## config.mk

```make
export PLATFORM = sky130hd
export DESIGN_NAME = mem_access_unit
export DESIGN_NICKNAME = d
export VERILOG_FILES = /design/src/rtl/mau_pkg.sv /design/src/rtl/mau_lane.sv /design/src/rtl/mem_access_unit.sv
export SDC_FILE = /design/constraint.sdc
export NUM_CORES = 1
export LEC_CHECK = 0
export ABC_CLOCK_PERIOD_IN_PS = 2900
export BUFFER_PORTS_ARGS = -buffer_cell sky130_fd_sc_hd__buf_4
export CAP_MARGIN = 30
export CORE_MARGIN = 2
export CORE_UTILIZATION = 58
export DETAILED_ROUTE_END_ITERATION = 7
export GPL_TIMING_DRIVEN = 0
export PLACE_DENSITY = 0.84
export SLEW_MARGIN = 20
export SYNTH_ARGS = -nofsm -noshare
export SYNTH_HDL_FRONTEND = slang
export SYNTH_HIERARCHICAL = 1
export SYNTH_SLANG_ARGS = --single-unit
```

## constraint.sdc

```tcl
create_clock -name Clk -period 2.9 [get_ports Clk]
set_input_delay 0.435 -clock Clk [delete_from_list [all_inputs] [get_ports Clk]]
set_output_delay 0.435 -clock Clk [all_outputs]
set_load 0.05 [all_outputs]
```

## src/rtl/mau_pkg.sv

```systemverilog
// mau_pkg: state encoding, size codes and alignment helpers shared by mem_access_unit
package mau_pkg;
  typedef enum logic [1:0] {S_IDLE, S_RD, S_DATA, S_WR} state_t;
  localparam logic [1:0] SZ_BYTE = 2'b00;
  localparam logic [1:0] SZ_HALF = 2'b01;
  localparam logic [1:0] SZ_WORD = 2'b10;
  function automatic logic misaligned(input logic [1:0] size, input logic [1:0] lo);
    return size == SZ_BYTE ? 1'b0 : size == SZ_HALF ? lo[0] : |lo;
  endfunction
  function automatic logic [1:0] force_align(input logic [1:0] size, input logic [1:0] lo);
    return size == SZ_BYTE ? lo : size == SZ_HALF ? {lo[1], 1'b0} : 2'b00;
  endfunction
endpackage

```

## src/rtl/mau_lane.sv

```systemverilog
// mau_lane: little-endian lane extraction with sign/zero extension for loads and lane merge for stores
module mau_lane
  import mau_pkg::*;
(
  input  logic [1:0]  size_i,
  input  logic        signed_i,
  input  logic [1:0]  lane_i,
  input  logic [31:0] dm_i,
  input  logic [31:0] wdata_i,
  output logic [31:0] ld_o,
  output logic [31:0] merge_o
);
  logic [4:0]  sh;
  logic [7:0]  b;
  logic [15:0] h;
  logic [31:0] mask;
  assign sh = {lane_i, 3'b000};
  assign b = 8'(dm_i >> sh);
  assign h = lane_i[1] ? dm_i[31:16] : dm_i[15:0];
  assign mask = (size_i == SZ_BYTE ? 32'h0000_00ff : 32'h0000_ffff) << sh;
  // size 11 falls through to the whole-word paths
  always_comb begin
    ld_o = size_i == SZ_BYTE ? {{24{signed_i & b[7]}}, b} :
           size_i == SZ_HALF ? {{16{signed_i & h[15]}}, h} : dm_i;
    merge_o = size_i[1] ? wdata_i : (dm_i & ~mask) | ((wdata_i << sh) & mask);
  end
endmodule

```

## src/rtl/mem_access_unit.sv

```systemverilog
// mem_access_unit: byte/half/word load-store initiator with read-modify-write sub-word stores; MAU_ALIGN_CHECK_EN enables misalignment errors
module mem_access_unit
  import mau_pkg::*;
(
  input  logic        Clk,
  input  logic        Reset,
  input  logic        Req,
  input  logic        ReqWr,
  input  logic [1:0]  ReqSize,
  input  logic        ReqSigned,
  input  logic [31:0] ReqAddr,
  input  logic [31:0] ReqData,
  output logic        Ready,
  output logic        Done,
  output logic        Err,
  output logic [31:0] RdData,
  output logic [29:0] Ad,
  output logic [31:0] WrData,
  output logic        MemWr,
  input  logic [31:0] DM
);
  state_t      state_q;
  logic        wr_q, sgn_q, done_q, err_q, mis;
  logic [1:0]  size_q;
  logic [31:0] addr_q, data_q, merge_q, rd_q, acc_addr, ld, mrg;
`ifdef MAU_ALIGN_CHECK_EN
  assign mis = misaligned(ReqSize, ReqAddr[1:0]);
  assign acc_addr = ReqAddr;
`else
  assign mis = 1'b0;
  assign acc_addr = {ReqAddr[31:2], force_align(ReqSize, ReqAddr[1:0])};
`endif
  mau_lane u_lane (
    .size_i  (size_q),
    .signed_i(sgn_q),
    .lane_i  (addr_q[1:0]),
    .dm_i    (DM),
    .wdata_i (data_q),
    .ld_o    (ld),
    .merge_o (mrg)
  );
  assign Ready = state_q == S_IDLE;
  assign Done = done_q;
  assign Err = err_q;
  assign RdData = rd_q;
  assign Ad = addr_q[31:2];
  assign WrData = size_q[1] ? data_q : merge_q;
  assign MemWr = state_q == S_WR && !Reset;
  // request FSM: latch on accept, read, merge or extract, write, then pulse Done
  always_ff @(posedge Clk) begin
    if (Reset) begin
      state_q <= S_IDLE;
      wr_q <= 1'b0;
      sgn_q <= 1'b0;
      size_q <= SZ_BYTE;
      addr_q <= '0;
      data_q <= '0;
      merge_q <= '0;
      rd_q <= '0;
      done_q <= 1'b0;
      err_q <= 1'b0;
    end else begin
      done_q <= 1'b0;
      err_q <= 1'b0;
      case (state_q)
        S_IDLE:
          if (Req && mis) begin
            done_q <= 1'b1;
            err_q <= 1'b1;
          end else if (Req) begin
            wr_q <= ReqWr;
            sgn_q <= ReqSigned;
            size_q <= ReqSize;
            addr_q <= acc_addr;
            data_q <= ReqData;
            state_q <= ReqWr && ReqSize[1] ? S_WR : S_RD;
          end
        S_RD: state_q <= S_DATA;
        S_DATA:
          if (wr_q) begin
            merge_q <= mrg;
            state_q <= S_WR;
          end else begin
            rd_q <= ld;
            done_q <= 1'b1;
            state_q <= S_IDLE;
          end
        default: begin
          done_q <= 1'b1;
          state_q <= S_IDLE;
        end
      endcase
    end
  end
endmodule

```

; Yosys cells after proc, flatten, opt, wreduce, memory -nomap -nowiden
; Cells that the tools add are included.
[totals]
reg_bits = 135
latchBits = 0
mem_bits_rw = 0
mem_bits_ro = 0
in_bits = 103
output_inout_bits = 98
wordCells = 49
mem_count = 0
[op_classes]
n_addsub = 0
multipliers = 0
div_mod_pow = 0
magnitude_cmp = 0
eq_ne = 6
n_shift = 3
n_mux = 14
bitwise_logic = 7
reduce_logical = 10
[ops]
columns = cell, count
row1 = $mux 32, 4
row2 = $and 32x32->32, 2
row3 = $shl 32x5->32, 2
row4 = $mux 16, 2
row5 = $not 32->32, 1
row6 = $or 32x32->32, 1
row7 = $shr 32x5->8, 1
row8 = $mux 2, 5
row9 = $eq 2x1->1 const B, 3
row10 = $logic_not 2->1, 3
row11 = $pmux 2 s3, 1
row12 = $reduce_and 2->1, 3
row13 = $eq 2x2->1 const B, 2
row14 = $and 1x1->1, 2
row15 = $logic_and 1x1->1, 2
row16 = $ne 2x2->1 const B, 1
row17 = $pmux 1 s2, 1
row18 = $reduce_or 2->1, 1
row19 = $logic_not 1->1, 1
row20 = $mux 1, 1
row21 = $not 1->1, 1

; Longest topological paths before layout
[depth]
ltp_word = 7
ltp_mapped = 8
ltp_nobuf = 5

; Hierarchy
; Netlist, hierarchy kept.
[by_module_without_submodules]
columns = mod, instances, cells_each, area_each_um2, seq_area_each_um2
row1 = mem_access_unit, 1, 655, 6653.9, 2702.6
row2 = mau_lane, 1, 239, 1656.6, 0.0

; Least setup slack after synthesis
; OpenSTA, ideal clock, no wires.
[synth_path]
path_type = input to output
start = input Reset
end = output MemWr
arrival_ns = 1.321
required_ns = 2.465
setup_slack_ns = 1.144
path_stages = 4
n_path_buf = 3
path_cell_list = buf_6 > buf_6 > clkbuf_1 > and3b_1
[synth_between]
elab_chain_cells = 2
[synth_lines]
columns = element, line_no
row1 = start: declaration, mem_access_unit.sv:6  ; input logic Reset,
row2 = $logic_not 1->1, mem_access_unit.sv:48  ; assign MemWr = state_q == S_WR && !Reset;
row3 = $logic_and 1x1->1, mem_access_unit.sv:48
row4 = end: declaration, mem_access_unit.sv:19  ; output logic MemWr,
; No other way between the ends.

; Final worst setup path
[layout_path]
start = register size_q[1]
end = output WrData[14]
[layout_between]
elab_chain_cells = 1
[layout_lines]
columns = element, line_no
row1 = start: declaration, mem_access_unit.sv:24  ; logic [1:0] size_q;
row2 = start signal: assignment, mem_access_unit.sv:73  ; size_q <= ReqSize;
row3 = $mux 32, mem_access_unit.sv:47  ; assign WrData = size_q[1] ? data_q : merge_q;
row4 = end: declaration, mem_access_unit.sv:18  ; output logic [31:0] WrData,
; No other way between the ends.

==> results by group <==
Routing
  • Pre-Repair DR Iteration Count: 7
  • DR WL/cell: 18.3 microns
  • Via-to-Cell Ratio: 5.66
  • Drt drc: 0
  • Drt total wl: 23,900 microns
  • DR vias: 7,376
  • First-iteration detailed-routing DRC count: 679
  • DRT antenna net count: 0

Timing
  • Final hold vios: 0
  • Fmax: 0.385 GHz
  • Setup Viol. Count Final: 0
  • Worst Max-Slew Pin Slew: 0.699 ns
  • Setup TNS: 0 ns
  • Layout Skew: 0.00666 ns
  • RSZ-0062 raised after global routing: no
  • WHS: 0.273 ns
  • Max-slew violations: 0
  • Slew HR: 53.4%
  • Period utilisation layout: 89.6%
  • Final min period: 2.60 ns

Place
  • Area of placed instances: 10,000 sq um
  • Placer Congestion: 0.973
  • Port buffer count: 198
  • Hpwl dp: 17,400 microns

Logic synthesis
  • EDFF count, synth: 0
  • Mapped Nets: 997
  • YS warnings: 6
  • Yosys reg bits: 135
  • Mapped cell area: 8310 sq um
  • Async set or reset register ratio after synthesis: 0%
  • Ys flop type: dfxtp_1
  • Post-Synthesis Cells: 894
  • Synth unique cells: 41
  • Average size of a mapped cell: 9.30 sq um
  • Seq/Total Area, Yosys: 32.5%

Worst setup path
  • Reg2reg path depth: 7
  • CP max FO: 10
  • CP startpoint kind: flop
  • Setup crit start: size_q[1]$_SDFFE_PP0P_
  • Crit path arrival time: 2.16 ns
  • FF-to-FF Start: size_q[1]$_SDFFE_PP0P_
  • Reg2reg setup slack: 0.67 ns
  • Crit path cell chain: clkbuf_1 > buf_2 > mux2_2 > buf_4
  • Worst Setup Path Type: flop to primary output
  • Largest stage delay on the critical path: 0.43 ns
  • R2r endpoint: merge_q[20]$_SDFFE_PP0P_
  • CP max-delay cell: clkbuf_1
  • CP Capture Type: primary output
  • Data required, critical path: 2.47 ns

Die
  • Site Rows: 43
  • I/O pin cnt: 201
  • Initial Utilization: 59.6%
  • Core area: 13,900 sq um
  • Die height: 124 microns
  • Die footprint: 15,300 sq um
  • Die width: 124 microns

Clock network
  • Clk Latency, worst-skew pair: 0.43 ns
  • Clk pin slew, worst setup/hold paths: 0.06 ns
  • CTS Buf Count: 17
  • # hold bufs at CTS: 0
  • TritonCTS clock tree: yes
  • # resized after CTS: 0
  • Setup Buffers After CTS: 0
  • CTS Buffer Depth: 2
  • H-tree levels: 4
  • Clock tree sinks: 135
  • Root Buffer: clkbuf_16

Finish
  • P&R area growth vs syn: 27.8%
  • Final Cell Area: 10,600 sq um
  • Layout cells sized above 1: 32.0%
  • # fillers: 1,057
  • Sequential cell area: 2700 sq um
  • Post-layout util: 76.2%
  • Multi-input gate area: 4940 sq um
  • Ant. Diodes: 0
  • Post-layout net count: 1,214

Run
  • Max cap viols: 0

Global route
  • Largest net degree at the start of global routing: 17
  • Global Route Usage Sum: 31.5%
  • Initial antenna violation count: 0
  • First-pass GRT wire length: 37,000 microns
  • Vias in the first global route: 7,110
  • Grt total ovfl: 0

Power and ir drop
  • Peak supply drop: 0.000419 V
  • Comb pwr share: 24.3%
  • Total power: 5.64 mW
  • Sw Share: 30.2%
  • Switching Power: 1.70 mW
  • P_int: 3.93 mW
  • PwrDens: 531 nW/um^2
  • Clock network power share: 39.2%
  • P_leak: 4.46 nW
  • Sequential power share: 36.6%

Status
  • Status: finished clean

Hold path
  • Hold Crit Depth: 3
  • Hold Path Sink: data_q[8]$_SDFFE_PP0P_
  • Hold_sp: ReqData[8]
  • Hold crit path type: primary input to flop
[cells in the final DEF, fill, tap and decap left out, drive strengths merged, types with 3 or more instances in the layout]
cell	netlist	layout
nor3	6	6
bufinv	0	3
a221o	14	14
nor4	3	3
o21ai	6	6
clkinvlp	0	4
inv	3	3
nand2b	266	266
mux4	8	8
o31ai	13	13
nor2b	12	12
nand2	52	52
dfxtp	135	135
mux2	46	46
o32ai	8	8
clkbuf	40	60
a22o	7	7
a211oi	15	15
clkinv	0	5
nor2	12	12
and3b	4	4
buf	71	269
o22ai	8	8
mux2i	140	140
nor3b	5	5
o21ba	7	7
[how the worst max path moves through the flow]
stage | to | depth (start not counted)
after floorplan | MemWr | 4
final | WrData[14] | 4
after detailed placement | RdData[21]$_SDFFE_PP0P_ | 7
after CTS | WrData[5] | 4
after global routing | WrData[19] | 4
after global placement | RdData[21]$_SDFFE_PP0P_ | 7
[state kept, by name, indices dropped and copies added, names as in the netlist]
signal	flops
merge_q	32
state_q	2
size_q	2
Done	1
data_q	32
sgn_q	1
wr_q	1
RdData	32
addr_q	32
[power groups by stage]
| stage | clock network [mW] | registers (mW) | logic [mW] |
|---|---|---|---|
| after floorplan | 0 | 2.12 | 0.888 |
| after global placement | 0 | 2.09 | 1.33 |
| after detailed placement | 0 | 2.10 | 1.34 |
| after CTS | 2.22 | 2.06 | 1.36 |
| after global routing | 2.30 | 2.07 | 1.45 |
| final | 2.21 | 2.06 | 1.37 |
[through the flow]
| step | worst slack [ns] | cells |
|---|---|---|
| 6_report | 0.301 | 1304 |
| 5_1_grt | 0.273 | 1304 |
| 4_1_cts | 0.334 | 1304 |
| 3_5_place_dp | 0.745 | 1272 |
| 3_3_place_gp | 0.755 | 1272 |
| 2_1_floorplan | 1.14 | 894 |
[routing by layer]
layer	up-vias	track usage, %	wire (microns)
li1	3453	-	-
met1	3469	41.6	10100
met2	378	49.8	10700
met3	76	6.68	2180
met4	0	13.1	840
met5	-	0	0
[logic make-up (layout without fill, tap and decap cells)]
logic type	count (synthesis)	count (layout)	synth area share, %
simple gates	366	366	25.9
mux	194	194	25.3
flops	135	135	32.5
buf+inv	114	344	8.05
compound gates	84	84	8.27
other cells	1	1	0.0451
[synth_stat cells (2+ instances only)]
| cell | instances | area (sq um) |
|---|---|---|
| a211oi_1 | 15 | 113 |
| a21oi_1 | 2 | 10.0 |
| a221o_1 | 14 | 140 |
| a22o_1 | 7 | 61.3 |
| and3b_1 | 4 | 35.0 |
| buf_1 | 6 | 22.5 |
| buf_2 | 18 | 90.1 |
| buf_4 | 37 | 278 |
| buf_6 | 9 | 101 |
| clkbuf_1 | 39 | 146 |
| dfxtp_1 | 135 | 2700 |
| inv_1 | 3 | 11.3 |
| mux2_2 | 46 | 518 |
| mux2i_1 | 140 | 1400 |
| mux4_2 | 8 | 180 |
| nand2_1 | 52 | 195 |
| nand2b_1 | 266 | 1660 |
| nor2_1 | 12 | 45.0 |
| nor2b_1 | 12 | 75.1 |
| nor3_1 | 6 | 30.0 |
| nor3b_1 | 4 | 30.0 |
| nor4_1 | 3 | 18.8 |
| o21ai_0 | 6 | 30.0 |
| o21ba_2 | 7 | 70.1 |
| o22ai_1 | 8 | 50.1 |
| o31ai_1 | 13 | 97.6 |
| o32ai_1 | 8 | 70.1 |
[worst max-delay path, delay by kind of cell (launching register included)]
kind | cells | cell delay, ns
buffers and inverters | 3 | 0.97
flip-flops | 1 | 0.38
multiplexers | 1 | 0.38
[final cells by class]
cell class	count	area share (%)
Buffer	111	6.20
Clock buffer	20	4.21
Clock inverter	12	1.44
Inverter	3	0.106
Multi-Input combinational cell	645	46.5
Sequential cell	135	25.4
Tap cell	180	2.12
Timing Repair Buffer	198	14.0
(Power assumes the default switching activity.)
